## config.mk

```make
export PLATFORM = sky130hd
export DESIGN_NAME = parity_frame_engine
export DESIGN_NICKNAME = d
export VERILOG_FILES = /design/src/rtl/parity_frame_engine.sv
export SDC_FILE = /design/constraint.sdc
export NUM_CORES = 1
export LEC_CHECK = 0
export ABC_AREA = 1
export CAP_MARGIN = 25
export CORE_UTILIZATION = 43
export DETAILED_ROUTE_END_ITERATION = 8
export PLACE_DENSITY = 0.79
export SYNTH_ARGS = -nofsm -noshare
export SYNTH_HDL_FRONTEND = slang
export SYNTH_SLANG_ARGS = --single-unit
```

## constraint.sdc

```tcl
create_clock -name clk -period 1.7 [get_ports clk]
set_input_delay 0.34 -clock clk [delete_from_list [all_inputs] [get_ports clk]]
set_output_delay 0.34 -clock clk [all_outputs]
set_load 0.01 [all_outputs]
```

## src/rtl/parity_frame_engine.sv

```systemverilog
// Streaming parity generator/checker: folds XOR parity over frames of up to FRAME_LEN words
// and presents even/odd parity plus a check-mode mismatch flag on a valid/ready result port.
module parity_frame_engine #(
  parameter int DATA_W    = 9,
  parameter int FRAME_LEN = 4,
  parameter int ERRCNT_W  = 8
) (
  input  logic                               clk,
  input  logic                               rst,
  input  logic                               mode,
  input  logic                               odd_sel,
  input  logic                               in_valid,
  output logic                               in_ready,
  input  logic [DATA_W-1:0]                  in_data,
  input  logic                               in_last,
  input  logic                               in_par,
  output logic                               out_valid,
  input  logic                               out_ready,
  output logic                               ep,
  output logic                               op,
  output logic                               err,
  output logic [$clog2(FRAME_LEN+1)-1:0]     word_cnt,
  output logic [ERRCNT_W-1:0]                err_cnt
);

  localparam int CNT_W = $clog2(FRAME_LEN + 1);

  typedef enum logic [1:0] {
    IDLE   = 2'd0,
    ACCUM  = 2'd1,
    RESULT = 2'd2
  } state_t;

  state_t              state_q;
  logic                acc_q;
  logic [CNT_W-1:0]    cnt_q;
  logic                mode_q;
  logic                odd_q;
  logic                ep_q;
  logic                op_q;
  logic                err_q;
  logic [CNT_W-1:0]    wc_q;
  logic [ERRCNT_W-1:0] ec_q;
  logic                ov_q;

  logic                accept;
  logic                acc_d;
  logic [CNT_W-1:0]    cnt_d;
  logic                mode_d;
  logic                odd_d;
  logic                close_d;
  logic                err_d;

  assign in_ready = ~rst & (state_q != RESULT);
  assign accept   = in_valid & in_ready;

  // In IDLE the incoming word starts a fresh frame, so the live mode/odd_sel
  // and a zero accumulator are used; this lets a one-word frame close at once.
  always_comb begin
    acc_d   = ((state_q == ACCUM) ? acc_q : 1'b0) ^ (^in_data);
    cnt_d   = ((state_q == ACCUM) ? cnt_q : '0) + CNT_W'(1);
    mode_d  = (state_q == IDLE) ? mode : mode_q;
    odd_d   = (state_q == IDLE) ? odd_sel : odd_q;
    close_d = in_last | (cnt_d == CNT_W'(FRAME_LEN));
    err_d   = mode_d & (in_par != (odd_d ? ~acc_d : acc_d));
  end

  always_ff @(posedge clk) begin
    if (rst) begin
      state_q <= IDLE;
      acc_q   <= 1'b0;
      cnt_q   <= '0;
      mode_q  <= 1'b0;
      odd_q   <= 1'b0;
      ep_q    <= 1'b0;
      op_q    <= 1'b0;
      err_q   <= 1'b0;
      wc_q    <= '0;
      ec_q    <= '0;
      ov_q    <= 1'b0;
    end else begin
      case (state_q)
        IDLE, ACCUM: begin
          if (accept) begin
            acc_q  <= acc_d;
            cnt_q  <= cnt_d;
            mode_q <= mode_d;
            odd_q  <= odd_d;
            if (close_d) begin
              state_q <= RESULT;
              ep_q    <= acc_d;
              op_q    <= ~acc_d;
              err_q   <= err_d;
              wc_q    <= cnt_d;
              ov_q    <= 1'b1;
              if (err_d && (ec_q != '1))
                ec_q <= ec_q + ERRCNT_W'(1);
            end else begin
              state_q <= ACCUM;
            end
          end
        end
        RESULT: begin
          if (out_ready) begin
            state_q <= IDLE;
            acc_q   <= 1'b0;
            cnt_q   <= '0;
            ov_q    <= 1'b0;
          end
        end
        default: begin
          state_q <= IDLE;
          acc_q   <= 1'b0;
          cnt_q   <= '0;
          ov_q    <= 1'b0;
        end
      endcase
    end
  end

  assign out_valid = ov_q;
  assign ep        = ep_q;
  assign op        = op_q;
  assign err       = err_q;
  assign word_cnt  = wc_q;
  assign err_cnt   = ec_q;

endmodule

```

== Yosys cells after proc, flatten, opt, wreduce, memory -nomap -nowiden ==
Cells that the tools add are included.
Cells by class
  $add $sub $neg: 2
  equal/unequal tests: 9
  muxes and demuxes: 18
  bitwise logic cells: 7
  reductions and logical operators: 9
Operators by type and width (number)
  two-way mux 3 bit: 3
  XOR reduction 9 bit: 1
  adder 8 x 1 -> 8 bit, second input constant: 1
  two-way mux 1 bit: 8
  inequality test 2 bit, second input constant: 4
  inequality test 8 bit, second input constant: 1
  two-way mux 2 bit: 3
  case mux 3 bit (2 select lines): 1
  AND reduction 3 bit: 2
  case mux 1 bit (2 select lines): 2
  case mux 2 bit (2 select lines): 1
  AND reduction 2 bit: 2
  AND reduction 4 bit: 1
  adder 3 x 1 -> 3 bit, second input constant: 1
  AND 1 bit: 3
  == test 3 bit, second input constant: 1
  == test 2 x 1 -> 1 bit, second input constant: 1
  == test 2 bit, second input constant: 1
  logical NOT 2 bit: 1
  NOT 1 bit: 2
  OR reduction 2 bit: 1
  logical AND 1 bit: 1
  inequality test 1 bit: 1
  bitwise OR 1 bit: 1
  XOR 1 bit: 1
Word-level totals
  register bits: 23
  input bits: 17
  output and inout bits: 16
  word-level logic and storage cells: 56

== Logic depth before layout (Yosys ltp) ==
  word-level depth: 9
  gate-level depth with buffers: 16

== Least setup slack after synthesis ==
OpenSTA, ideal clock, no wires.
  path type: reg-to-reg
  from: register state_q[1]
  to: register ec_q[0] (netlist: err_cnt[0])
  library setup time: 0.113 ns
  arrival: 1.674 ns
  required time: 1.587 ns
  setup slack: -0.087 ns
  stages on the path, launching flop included: 14
  buffers on the path: 0
  period minus slack after synthesis: 1.787 ns
  cells stage by stage: dfxtp_1 inv_4 nand3_1 inv_1 ha_1 ha_1 nor2_1 a21oi_4 nand2_4 nor2_8 nand3_4 nand2_2 nand2_1 nor2_1
On the way
  cells in the longest elaborated chain, start to end: 9
  elaborated cells between the ends (all ways): 20
  those cells by class: add/sub: 1; eq/ne: 4; mux: 5; bitwise: 6; reduce/logical: 4
Ends and longest elaborated chain
  from (decl): RTL line 34  | state_t state_q;
  from (signal assigned): RTL line 70  | state_q <= IDLE;
  from (signal assigned): RTL line 90  | state_q <= RESULT;
  from (signal assigned): RTL line 99  | state_q <= ACCUM;
  branches (longest 8 deep; another with adder 3 x 1 -> 3 bit)
  AND reduction 4 bit (no line) *
  to (signal assigned): RTL line 97  | ec_q <= ec_q + ERRCNT_W'(1);
  to (decl): RTL line 43  | logic [ERRCNT_W-1:0] ec_q;
Mark *: on every way between the ends.
A chain may end at the register's enable or synchronous reset.

== Worst setup path in the final report ==
  from: register state_q[1]
  to: register ec_q[5] (netlist: err_cnt[5])
Same word-level chain as after synthesis.

==> summary by stage <==
Status
The flow ran to the end, but the final reports show violations. The checks that failed: DRC, setup timing.

Logic synthesis
Of the total synthesized cell area, the portion taken by AND, OR, NAND and NOR gates is 35.0%. After Yosys synthesis, XOR and XNOR cells account for 6.09% of the synthesized area. By area the synthesized netlist is led by sky130_fd_sc_hd__dfxtp_1, sky130_fd_sc_hd__nand2_1, sky130_fd_sc_hd__a21oi_1. The Yosys step of the flow raised 0 warnings. The synthesized netlist devotes 11.8% of its cell area to compound gates.

Summed over its instances, the top area cell type makes up 35.6% of the synthesized netlist area. The number of nets handed over by synthesis was 200. The cell count after synthesis came out at 180. After synthesis, the largest family of logic cells by area is simple AND/OR/NAND/NOR gates. After Yosys synthesis, full adders, half adders and majority gates account for 2.90% of the synthesized area. The multiplexer fraction of the synthesized cell area is 0.774%. Each instance of the synthesized netlist takes up on average 7.19 sq um.

The cell type with the largest total area after synthesis is sky130_fd_sc_hd__dfxtp_1. Synthesis inferred 23 register bits. The portion of the post-synthesis area used by sequential elements is 35.6%. The total standard cell area after synthesis is 1290 sq um.

In this run, distinct cell masters in the synthesized netlist total 28.

Critical path
In this design, the stage delay of the slowest critical-path cell is 0.35 ns. The required time of the worst setup path is 1.92 ns. In this run the worst setup path begins at state_q[1].

The largest delay contributor family on the critical path is simple AND/OR/NAND/NOR gates. The endpoint kind of the worst setup timing path is a flip-flop. The buffers plus inverters on the worst setup path is 2. On the critical path, the stage with the largest delay is an instance of sky130_fd_sc_hd__dfxtp_2.

In this run the worst path has a maximum fanout of 6. Walking the worst path, the cells encountered are inv_4 -> nand3_2 -> inv_2 -> ha_4 -> ha_4 -> nor2_4 -> a21oi_4 -> nand2_4 -> nor2_8 -> nand3_2 -> nand2_1 -> a21oi_2. STA classifies the critical path startpoint as a flip-flop. In this run the number of cells on the critical path is 12. Across all register-to-register paths, the minimum setup slack is -0.06 ns.

Data arrives at the worst endpoint at 1.98 ns. In this run the critical register-to-register path is captured at err_cnt[5]. The worst setup path category is reg2reg. The depth of the most critical reg-to-reg path is 12. The launch instance of the worst register-to-register path is state_q[1].

Clock network
The number of buffers added by the clock tree synthesis step is 3. The clock transition at the registers of the reported paths is 0.12 ns. TritonCTS built the clock tree. Buffers inserted to repair hold after CTS numbered 0. Clock tree synthesis selected as its root buffer the cell sky130_fd_sc_hd__clkbuf_4. The total number of clock tree sinks is 23. Counting along the longest clock path gives a buffer depth of 2. The insertion delay to the later sink of the worst-skew pair is 0.32 ns. The maximum level of the CTS H-tree is 1.

Final layout
Leaving out fill and tap cells, the most frequent cells in the layout are sky130_fd_sc_hd__nand2_1, sky130_fd_sc_hd__clkdlybuf4s50_1, sky130_fd_sc_hd__buf_4. The repair_antennas step left the layout with diodes totalling 0. The final layout contains 263 nets.

The final standard cell area without fillers is 2050 sq um. The fill cell total of the finished layout is 213. Once layout is complete, the cells apart from fillers number 273. Of the cells placed in the final design, the portion with a size suffix greater than 1 is 30.6%. Relative to the synthesized area, the layout overhead comes to 58.5%.

The most frequent standard cell in the layout excluding fill and tap cells is sky130_fd_sc_hd__nand2_1.

Placed design
The port buffer count is 32. The weighted congestion at the end of routability-driven global placement is 0.806. The HPWL after detailed placement is 2090 um. Prior to clock tree synthesis, the placed netlist has a worst setup slack of -0.337 ns. The cell area after placement is 1810 sq um. The cell total after placement is 261.

Timing
The summed negative setup slack over all endpoints is -0.112 ns. The worst path setup slack after routing is -0.0642 ns. The final number of hold-violating endpoints was 0.

At the pin with the least slew margin, the transition time is 0.498 ns. The achievable clock frequency is 567 MHz. The final-report max-slew violation count was 0. The number of failing setup endpoints in the final timing report is 4. The ratio of final minimum period to clock period is 104%.

Setup repair after global routing could not meet its margin everywhere. The worst pin sits at a relative slew slack of 66.1%. The largest clock skew in the final design is 0.00651 ns. The time the final worst path needs with I/O delays and setup is 1.76 ns.

Route
The total DRC errors in the routed layout is 6. In the final routed layout, each cell accounts on average for 12.2 um. The via density per instance is 5.22. For this block, the routed nets add up to 3340 um of wire. The number of optimization iterations in the first detailed-route pass is 6.

The final antenna-violating net count is 0. The first routing iteration left 66 violations. The number of vias in the routed layout is 1424.

Floorplanning
In this run the standard cell core region covers 2810 sq um. The initial core utilization is 46.1%. The die covers 3230 sq um. The I/O pin count is 33.

The height of the die is 56.9 um. After floorplanning, the core was divided into 19 placement rows. The die is 56.9 um wide.

Hold path
The depth of the worst hold-timing path is 2. The path with the worst hold slack has its endpoint at cnt_q[1]. The startpoint identified for the worst hold timing path is cnt_q[1]. The tightest min-delay check is of the reg2reg type.

Power and ir drop
The power density over the cells is 644 nW/um^2. The worst-case IR drop observed on VDD is 577 uV. The total leakage power is 0.894 nW. The total power draw is 1.32 mW.

Global route
Entering global routing, the biggest net connects 20 pins. The number of global-route vias before repair is 1260. The total overflow left after global routing is 0. The total routing resource utilization after global routing is 20.6%. The wire length of the first global-routing pass is 5160 um. The initial antenna violation count is 0.

Run
Max-cap violations in this run came to 0.
## worst max-delay path by stage
stage                     slack, ns    endpoint
final                         -0.06  err_cnt[5]
after global routing          -0.16  err_cnt[5]
after CTS                     0.003  err_cnt[2]
after detailed placement      -0.34  err_cnt[0]
after global placement        -0.31  err_cnt[0]
after floorplan               -0.03  err_cnt[0]
## kinds of logic after synthesis
kind of cell	count (synthesis)
flip-flops	23
buffers and inverters	24
AND/OR/NAND/NOR	93
adder cells (fa/ha/maj)	3
XOR/XNOR	9
AO/OA/AOI/OAI	27
multiplexers	1
## sequential cells by signal, indices dropped and copies added (netlist names), 2 cells and up
| register | flops |
|---|---|
| word_cnt | 3 |
| state_q | 2 |
| err_cnt | 8 |
| cnt_q | 3 |
## Yosys cell counts (all sizes together)
library cell,n
o21ai,5
mux2i,1
nand2b,1
xnor2,5
xor2,4
a211oi,1
nor2,19
nand4,8
nand3,9
nand2,52
o21a,1
a31oi,1
ha,3
nor3,3
inv,21
clkbuf,1
nand3b,1
dfxtp,23
buf,2
a21oi,19
## metal layers
metal | GRT usage (%) | share of wire (%)
met1 | 24.9 | 44
met4 | 10.1 | 1.8
met3 | 3.00 | 5.7
met2 | 35.5 | 48
met5 | 0 | 0
## power breakdown
part           internal [mW]  leakage (nW)  switching, mW
Combinational          0.239         0.689          0.240
Clock                 0.0919        0.0150          0.165
Sequential             0.567         0.190         0.0194
## metrics by stage
stage	hold slack (ns)	util (%)
global route	0.500	73.1
floorplan	0.439	-
CTS	0.472	69.3
global placement	0.445	64.6
detailed placement	0.452	64.6
finish	0.469	73.1
## layout make-up
type / instances / area, sq um / share of cell area, %
Timing Repair Buffer: 59 / 546 / 26.6
Tap cell: 31 / 38.8 / 1.89
Multi-Input combinational cell: 135 / 885 / 43.1
Inverter: 21 / 86.3 / 4.21
Clock buffer: 4 / 26.3 / 1.28
Sequential cell: 23 / 469 / 22.9
## timing repair
| item | 4_1_cts | 5_1_grt |
|---|---|---|
| gates cloned | 2 | 0 |
| buffers inserted | 2 | 4 |
| gates resized for setup | 27 | 23 |
| pin swaps | 12 | 5 |
| setup endpoints to repair | 15 | 20 |
## worst min-delay path: cells and delay by family (launching register included)
family / cells / cell delay (ns)
and+or+nand+nor: 1 / 0.06
DFF: 1 / 0.33
AOI/OAI and AO/OA: 1 / 0.05
Power figures use the tool's default switching activity.
